`src/rtl/riscv_pkg.sv`:
```
// -----------------------------------------------------------------------------
// riscv_pkg
// Types and constants shared by the instruction fetch stage and its skid
// buffer.
//   XLEN          : architectural register / address width
//   NOP_INSTR     : canonical bubble instruction (addi x0,x0,0)
//   fetch_state_t : fetch FSM states (FETCH, WAIT, DROP)
//   ifid_t        : contents of one IF/ID slot
//   align_pc      : clears the two low bits of a byte address
// -----------------------------------------------------------------------------
package riscv_pkg;

    localparam int XLEN = 32;

    localparam logic [XLEN-1:0] NOP_INSTR = 32'h0000_0013;

    typedef enum logic [1:0] {
        FETCH = 2'd0,
        WAIT  = 2'd1,
        DROP  = 2'd2
    } fetch_state_t;

    typedef struct packed {
        logic            valid;
        logic [XLEN-1:0] instr;
        logic [XLEN-1:0] pc;
        logic [XLEN-1:0] pcPlus4;
    } ifid_t;

    // Word-align a byte address
    function automatic logic [XLEN-1:0] align_pc(input logic [XLEN-1:0] addr);
        return {addr[XLEN-1:2], 2'b00};
    endfunction

endpackage

```
`src/rtl/fetch_skid_buffer.sv`:
```
// -----------------------------------------------------------------------------
// fetch_skid_buffer
// Single-entry holding register for one IF/ID slot. It catches a fetch
// response that returns while decode is stalled.
//   clk_i, rst_i : clock, asynchronous active-high reset
//   clear_i      : empty the buffer (highest priority)
//   load_i       : capture data_i and mark the buffer full
//   unload_i     : mark the buffer empty (the contents were consumed)
//   data_i       : slot to capture
//   full_o       : buffer holds an entry
//   data_o       : held entry
// -----------------------------------------------------------------------------
module fetch_skid_buffer
    import riscv_pkg::*;
(
    input  logic  clk_i,
    input  logic  rst_i,
    input  logic  clear_i,
    input  logic  load_i,
    input  logic  unload_i,
    input  ifid_t data_i,
    output logic  full_o,
    output ifid_t data_o
);

    logic  full_q;
    logic  full_d;
    ifid_t data_q;
    ifid_t data_d;

    // Next-state for the full flag and the held entry
    always_comb begin
        full_d = full_q;
        data_d = data_q;
        if (clear_i) begin
            full_d = 1'b0;
        end else if (load_i) begin
            full_d = 1'b1;
            data_d = data_i;
        end else if (unload_i) begin
            full_d = 1'b0;
        end else begin
            full_d = full_q;
        end
    end

    // Buffer state registers
    always_ff @(posedge clk_i or posedge rst_i) begin
        if (rst_i) begin
            full_q <= 1'b0;
            data_q <= '0;
        end else begin
            full_q <= full_d;
            data_q <= data_d;
        end
    end

    assign full_o = full_q;
    assign data_o = data_q;

endmodule

```
`src/rtl/fetch_stage.sv`:
```
// -----------------------------------------------------------------------------
// fetch_stage
// Instruction fetch with the IF/ID pipeline register. It keeps at most one
// word request to instruction memory outstanding. A one-entry skid buffer
// catches a response that returns while decode is stalled. A redirect
// flushes the slot, the skid buffer and any in-flight response.
//   clk_i, rst_i       : clock, asynchronous active-high reset
//   redirect_i         : taken branch/jump, load redirectTarget_i and flush
//   redirectTarget_i   : new PC (low two bits ignored)
//   stall_i            : decode cannot accept, hold the IF/ID slot
//   imemReqValid_o     : request valid
//   imemReqReady_i     : memory accepts the request
//   imemAddr_o         : request address (current PC)
//   imemRspValid_i     : response valid (one per accepted request)
//   imemRspData_i      : fetched instruction
//   valid_o            : IF/ID slot holds a real instruction
//   instr_o            : instruction to decode (NOP_INSTR when empty)
//   pc_o, pcPlus4_o    : PC of instr_o and its link value
// -----------------------------------------------------------------------------
module fetch_stage #(
    parameter logic [31:0] RESET_PC  = 32'h0000_0000,
    parameter logic [31:0] NOP_INSTR = riscv_pkg::NOP_INSTR
) (
    input  logic        clk_i,
    input  logic        rst_i,
    input  logic        redirect_i,
    input  logic [31:0] redirectTarget_i,
    input  logic        stall_i,
    output logic        imemReqValid_o,
    input  logic        imemReqReady_i,
    output logic [31:0] imemAddr_o,
    input  logic        imemRspValid_i,
    input  logic [31:0] imemRspData_i,
    output logic        valid_o,
    output logic [31:0] instr_o,
    output logic [31:0] pc_o,
    output logic [31:0] pcPlus4_o
);

    import riscv_pkg::*;

    fetch_state_t state_q;
    fetch_state_t state_d;
    logic [31:0]  pc_q;
    logic [31:0]  pc_d;
    logic [31:0]  reqPc_q;
    logic [31:0]  reqPc_d;
    ifid_t        ifid_q;
    ifid_t        ifid_d;

    logic         reqValid_s;
    logic         reqFire_s;
    logic         deliver_s;
    logic         hold_s;
    logic         skidFull_s;
    logic         skidLoad_s;
    logic         skidUnload_s;
    ifid_t        skidData_s;
    ifid_t        deliverWord_s;

    // A full skid buffer means decode is already backed up, so no new
    // request. rst_i gates the request because the combinational path would
    // otherwise see the reset state (FETCH, skid empty) and raise valid.
    assign reqValid_s = (state_q == FETCH) && !skidFull_s && !redirect_i && !rst_i;
    assign reqFire_s  = reqValid_s && imemReqReady_i;

    // A response in WAIT is a real delivery unless a redirect kills it
    assign deliver_s  = (state_q == WAIT) && imemRspValid_i && !redirect_i;

    // Decode holds the slot only when it actually contains an instruction
    assign hold_s     = stall_i && ifid_q.valid;

    assign deliverWord_s = '{valid:   1'b1,
                             instr:   imemRspData_i,
                             pc:      reqPc_q,
                             pcPlus4: reqPc_q + 32'd4};

    assign skidLoad_s   = deliver_s && hold_s;
    assign skidUnload_s = !redirect_i && !hold_s && skidFull_s;

    fetch_skid_buffer u_skid (
        .clk_i    (clk_i),
        .rst_i    (rst_i),
        .clear_i  (redirect_i),
        .load_i   (skidLoad_s),
        .unload_i (skidUnload_s),
        .data_i   (deliverWord_s),
        .full_o   (skidFull_s),
        .data_o   (skidData_s)
    );

    // Fetch FSM next-state, PC advance and redirect
    always_comb begin
        state_d = state_q;
        pc_d    = pc_q;
        reqPc_d = reqPc_q;
        case (state_q)
            FETCH: begin
                if (reqFire_s) begin
                    reqPc_d = pc_q;
                    pc_d    = pc_q + 32'd4;
                    state_d = WAIT;
                end else begin
                    state_d = FETCH;
                end
            end
            WAIT: begin
                // A response ends the wait whether it is delivered or killed
                if (imemRspValid_i) begin
                    state_d = FETCH;
                end else if (redirect_i) begin
                    state_d = DROP;
                end else begin
                    state_d = WAIT;
                end
            end
            DROP: begin
                if (imemRspValid_i) begin
                    state_d = FETCH;
                end else begin
                    state_d = DROP;
                end
            end
            default: begin
                state_d = FETCH;
            end
        endcase
        if (redirect_i) begin
            pc_d = align_pc(redirectTarget_i);
        end else begin
            pc_d = pc_d;
        end
    end

    // IF/ID slot next-state: redirect > hold > skid > delivery > bubble
    always_comb begin
        ifid_d = ifid_q;
        if (redirect_i) begin
            ifid_d.valid = 1'b0;
            ifid_d.instr = NOP_INSTR;
        end else if (hold_s) begin
            ifid_d = ifid_q;
        end else if (skidFull_s) begin
            ifid_d = skidData_s;
        end else if (deliver_s) begin
            ifid_d = deliverWord_s;
        end else begin
            ifid_d.valid = 1'b0;
            ifid_d.instr = NOP_INSTR;
        end
    end

    // FSM, PC and IF/ID registers
    always_ff @(posedge clk_i or posedge rst_i) begin
        if (rst_i) begin
            state_q        <= FETCH;
            pc_q           <= RESET_PC;
            reqPc_q        <= RESET_PC;
            ifid_q.valid   <= 1'b0;
            ifid_q.instr   <= NOP_INSTR;
            ifid_q.pc      <= 32'h0000_0000;
            ifid_q.pcPlus4 <= 32'h0000_0000;
        end else begin
            state_q <= state_d;
            pc_q    <= pc_d;
            reqPc_q <= reqPc_d;
            ifid_q  <= ifid_d;
        end
    end

    assign imemReqValid_o = reqValid_s;
    assign imemAddr_o     = pc_q;
    assign valid_o        = ifid_q.valid;
    assign instr_o        = ifid_q.instr;
    assign pc_o           = ifid_q.pc;
    assign pcPlus4_o      = ifid_q.pcPlus4;

endmodule

```
`config.mk`:
```
export PLATFORM = sky130hd
export DESIGN_NAME = fetch_stage
export DESIGN_NICKNAME = d
export VERILOG_FILES = /design/src/rtl/riscv_pkg.sv /design/src/rtl/fetch_skid_buffer.sv /design/src/rtl/fetch_stage.sv
export SDC_FILE = /design/constraint.sdc
export NUM_CORES = 1
export LEC_CHECK = 0
export ABC_AREA = 1
export CORE_UTILIZATION = 45
export CTS_CLUSTER_DIAMETER = 150
export CTS_CLUSTER_SIZE = 8
export DETAILED_ROUTE_END_ITERATION = 8
export GPL_ROUTABILITY_DRIVEN = 0
export GPL_TIMING_DRIVEN = 0
export PLACE_DENSITY = 0.78
export SYNTH_ARGS = -nofsm -noshare
export SYNTH_HDL_FRONTEND = slang
export SYNTH_SLANG_ARGS = --single-unit
```
`constraint.sdc`:
```
create_clock -name clk_i -period 11.8 [get_ports clk_i]
set_input_delay 2.36 -clock clk_i [delete_from_list [all_inputs] [get_ports clk_i]]
set_output_delay 2.36 -clock clk_i [all_outputs]
set_load 0.02 [all_outputs]
```
### Word-level counts from Yosys, hierarchy flattened

Index checks and enable logic that the tools add are counted.

| storage, ports and cells | value |
|---|---|
| register bits after elaboration | 261 |
| input bits | 70 |
| output and inout port bits | 130 |
| word-level logic and storage cells | 58 |

| operators by class | value |
|---|---|
| add/subtract/negate cells | 2 |
| equality and inequality tests | 3 |
| muxes and demuxes | 16 |
| bitwise gates (word level) | 2 |
| reduce and logical (&&, ||, !) cells | 23 |

Operators by type and width:

| operator | number |
|---|---|
| 97-bit 2-to-1 mux | 2 |
| 32-bit 2-to-1 mux | 3 |
| 33-bit 2-to-1 mux | 2 |
| 32-bit by 3-bit adder with 32-bit output, second input constant | 2 |
| 64-bit 2-to-1 mux | 1 |
| 1-bit logical AND | 10 |
| 2-bit 2-to-1 mux | 3 |
| 2-bit case mux with 3 select lines | 1 |
| 2-bit AND reduction | 3 |
| 2-bit nonzero test | 3 |
| 1-bit logical NOT | 4 |
| 1-bit 2-to-1 mux | 4 |
| 3-bit AND reduction | 1 |
| 3-bit nonzero test | 1 |
| 2-bit by 1-bit == test with 1-bit output, second input constant | 1 |
| 2-bit == test, second input constant | 1 |
| 2-bit logical NOT | 1 |
| 2-bit != test, second input constant | 1 |
| 1-bit NOT | 2 |

### Depth between registers and ports, before layout

| logic depth | value |
|---|---|
| depth in word-level cells | 8 |
| gate-level depth with buffers | 10 |
| gate-level depth less buffers | 10 |

### By module

A second synthesis with hierarchy kept.

| second synthesis, totals | value |
|---|---|
| cells, all modules | 1620 |
| area total of the unflattened synthesis | 12637.1 µm² |

By module, submodules not included:

| module | instances | cells an instance | area each (µm²) | seq. area each (µm²) |
|---|---|---|---|---|
| fetch_stage | 1 | 1194 | 8748.4 | 3982.6 |
| fetch_skid_buffer | 1 | 426 | 3888.7 | 2452.4 |

### Worst setup path after synthesis

Ideal clock, no wire load.

| path | value |
|---|---|
| kind | input -> output |
| from | in rst_i |
| to | out imemReqValid_o |
| data arrival time | 8.291 ns |
| required time | 9.440 ns |
| slack | 1.149 ns |
| cell stages on the path | 2 |
| path buffers | 0 |
| cells stage by stage | inv_1 and3_1 |

| on the way | value |
|---|---|
| word-level cells in the longest chain between the ends | 2 |

RTL lines:

| item | RTL line | source |
|---|---|---|
| from (decl) | fetch_stage.sv:25 | `input logic rst_i,` |
| 1-bit logical NOT (no source line) | -- |  |
| 1-bit logical AND | fetch_stage.sv:64 | `assign reqValid_s = (state_q == FETCH) && !skidFull_s && !redirect_i && !rst_i;` |
| to (decl) | fetch_stage.sv:29 | `output logic imemReqValid_o,` |

Every way passes these cells.

### Worst setup path in the final report

Ends and elaborated chain as after synthesis.

==> results.py <==
metrics = {
    "grt": {
        "antenna_found_initial": 0,
        "grt_remaining_overflow": 0,
        "grtUsageTotal_pct": 27.4,
        "grt_max_degree": 129,
        "grt_pass1_wl_um": 60600,
        "grt_pass1_vias": 11379,
    },
    "min_path": {
        "min_delay_worst_endpoint": "u_skid.data_o[65]",
        "hp-start": "u_skid.data_o[65]",
        "hp-class": "register to register",
        "min_path_cells": 2,
    },
    "clocking": {
        "cts_buffer_depth": 3,
        "cts_inserted_buffers": 37,
        "post_cts_resized": 0,
        "cts_tree": "done",
        "cts.sinks": 249,
        "cts_hold_buf": 0,
        "cts-root-buf": "clkbuf_16",
        "h-tree-depth": 2,
        "path_clk_slew_ns": 0.05,
        "insertion_delay_ns": 0.51,
        "postCtsSetupBuffers": 0,
    },
    "synthesis": {
        "muxShareOfSynthArea_pct": 0,
        "synth_area_um2": 12300,
        "synth.most_common_cell": "nand2_1",
        "synthAdderAreaFrac_pct": 0.204,
        "async_reset_ff_share_pct": 100,
        "yosys.area_share.simple_pct": 27.9,
        "synth-edff-count": 0,
        "synthTopCellsByCount": "nand2_1, dfrtp_1, nor2_1",
        "yosys_warnings": 0,
        "yosysUniqueCellTypes": 41,
        "synth_xor_area_share_pct": 0.857,
        "synth-seq-cells": 249,
        "synth_top_family_by_area": "simple AND/OR/NAND/NOR gates",
        "yosysTopAreaCellShare_pct": 50.2,
        "seq_area_frac_synth_pct": 50.9,
        "avgSynthCellArea_um2": 7.82,
        "ys_top_cells_by_area": "dfrtp_1, nand2_1, nor2_1",
        "synth_compound_area_share_pct": 12.5,
        "synth-main-ff-cell": "dfrtp_1",
        "syn_inst": 1568,
        "synth_area_leader_cell": "dfrtp_1",
    },
    "power": {
        "seq_power_share_pct": 40.9,
        "power.density_nw_per_um2": 173,
        "combinationalPowerShare_pct": 24.3,
        "internal-power_mw": 1.84,
        "leakagePower_nw": 7.38,
        "vdd_ir_drop_max_v": 0.0000906,
        "swShare_pct": 32.1,
        "switchingPower_uw": 870,
        "pwr-share-clk_pct": 34.8,
    },
    "routing": {
        "routed_via_density": 5.41,
        "drc_errors": 0,
        "wl_per_cell_um": 17.4,
        "ant_nets": 0,
        "drt_iter0_markers": 1255,
        "dr.pass1.iters": 6,
        "vias": 11650,
        "routed_wl_um": 37500,
    },
    "cells_and_area": {
        "utilization_pct": 58.2,
        "ff_latch_area_um2": 6230,
        "area_growth_syn_to_layout_pct": 27.6,
        "fin_cells": 2153,
        "multi_input_area_um2": 5100,
        "antennaDiodeCount": 0,
        "fillerInstances": 2362,
        "layout.nets": 1875,
        "drive_above_1_share_pct": 8.89,
    },
    "critical_path": {
        "rr_endpoint": "pcPlus4_o[24]",
        "critPathMaxStageDelay_ns": 0.63,
        "critPathLaunchType": "primary input",
        "critPathArrivalTime_ns": 4.48,
        "end_kind": "primary output",
        "crit_type": "primary input to primary output",
        "path_delay_family": "buffers and inverters",
        "r2r_slack_ns": 9.80,
        "crit_top_cell": "clkdlybuf4s50_1",
        "cp_slowest_cell": "clkdlybuf4s50_1",
        "required_ns": 9.44,
        "r2r-start": "reqPc_q[2]",
        "path_buf_inv": 3,
        "rr_worst_depth": 10,
        "cp_cell_sequence": "clkdlybuf4s50_1, inv_8, and3_1, clkdlybuf4s50_1",
        "cp_max_fo": 124,
    },
    "floorplan": {
        "ios": 200,
        "dieHeight_um": 167,
        "start_util_pct": 45.6,
        "dieWidth_um": 167,
        "core_um2": 26900,
        "dieArea_um2": 27900,
        "fp-row-count": 60,
    },
    "sta": {
        "setup_violations": 0,
        "relSlewSlack_pct": 39.2,
        "worst_pin_slew_ns": 0.912,
        "finalHoldViolCount": 0,
        "fin_setup_tns_ns": 0,
        "fmax_mhz": 146,
        "setup_slack_ns": 4.96,
        "rsz0062_at_grt": "false",
        "finalCritPeriodShare_pct": 57.9,
        "skew_ns": 0.0221,
        "fin_crit_ns": 6.84,
        "drv_slew": 0,
    },
    "placement": {
        "io_buffers": 190,
        "dp_hpwl_um": 27300,
        "placed_cells": 2105,
        "pre_cts_ws_ns": 4.96,
    },
    "run_status": {
        "status": "finished, final reports clean",
    },
    "flow_run": {
        "maxCapViolCount": 0,
    },
}
[final cells by class]
cell class	instances	share of cell area, %
Inverter	135	3.30
Clock inverter	2	0.160
Clock buffer	46	6.27
Sequential cell	249	39.8
Tap cell	341	2.73
Buffer	83	2.77
Timing Repair Buffer	191	12.3
Multi-Input combinational cell	1106	32.6
[worst min-delay path, cell delays in order, from the launching register on]
cell and delay (ns):
dfrtp_1 0.34, nand2_1 0.05, nand2_1 0.05
[how the worst max path moves through the flow]
stage,cells after the start,end,slack [ns],start
floorplan,2,imemReqValid_o,1.15,rst_i
global placement,4,imemReqValid_o,-1.83,rst_i
detailed placement,4,imemReqValid_o,4.96,rst_i
CTS,4,imemReqValid_o,4.96,rst_i
global route,4,imemReqValid_o,4.83,rst_i
finish,4,imemReqValid_o,4.96,rst_i
[power groups by stage]
stage	logic [mW]	registers (mW)	clock network [mW]
final	0.659	1.11	0.943
after CTS	0.660	1.10	0.953
after global placement	0.644	1.11	0
after global routing	0.717	1.12	0.985
after floorplan	0.243	1.19	0
after detailed placement	0.655	1.12	0
[cell usage in the layout, fill, tap and decap left out, drive strengths merged, types with 9 or more instances in the layout]
cell type / instances
nand2: 529
xor2: 11
o21ai: 159
nand3: 94
buf: 57
inv: 135
nand4: 9
clkbuf: 73
a21oi: 44
clkdlybuf4s50: 190
nor3: 10
a31oi: 47
nand3b: 11
dfrtp: 246
nor2: 164
[kinds of logic (layout without fill, tap and decap cells)]
group / Yosys count / in the layout
and+or+nand+nor: 822 / 822
adders and majority gates: 2 / 2
buffers and inverters: 218 / 457
other: 1 / 6
DFF: 249 / 249
xor gates and xnor gates: 12 / 12
AOI/OAI and AO/OA: 264 / 264
[per-layer routing]
layer	wire length [um]	GRT usage (%)	up-vias
li1	-	-	5472
met1	16000	37.1	5519
met2	17400	44.3	557
met3	2710	4.35	102
met4	1390	10.7	0
met5	0	0	-
[state kept, by name (all words and copies together) (netlist names)]
register,count
valid_o,1
state_q,2
pc_o,30
instr_o,32
u_skid.data_o,93
imemAddr_o,30
pcPlus4_o,30
reqPc_q,30
u_skid.full_o,1
[stage by stage]
step                instance area [um^2]  power [mW]  hold slack (ns)
CTS                                15600        2.72            0.472
global route                       15600        2.82            0.487
finish                             15600        2.71            0.473
global placement                   14600        1.75            0.453
floorplan                          12300        1.44            0.440
detailed placement                 14600        1.77            0.458
(Power assumes the default switching activity.)
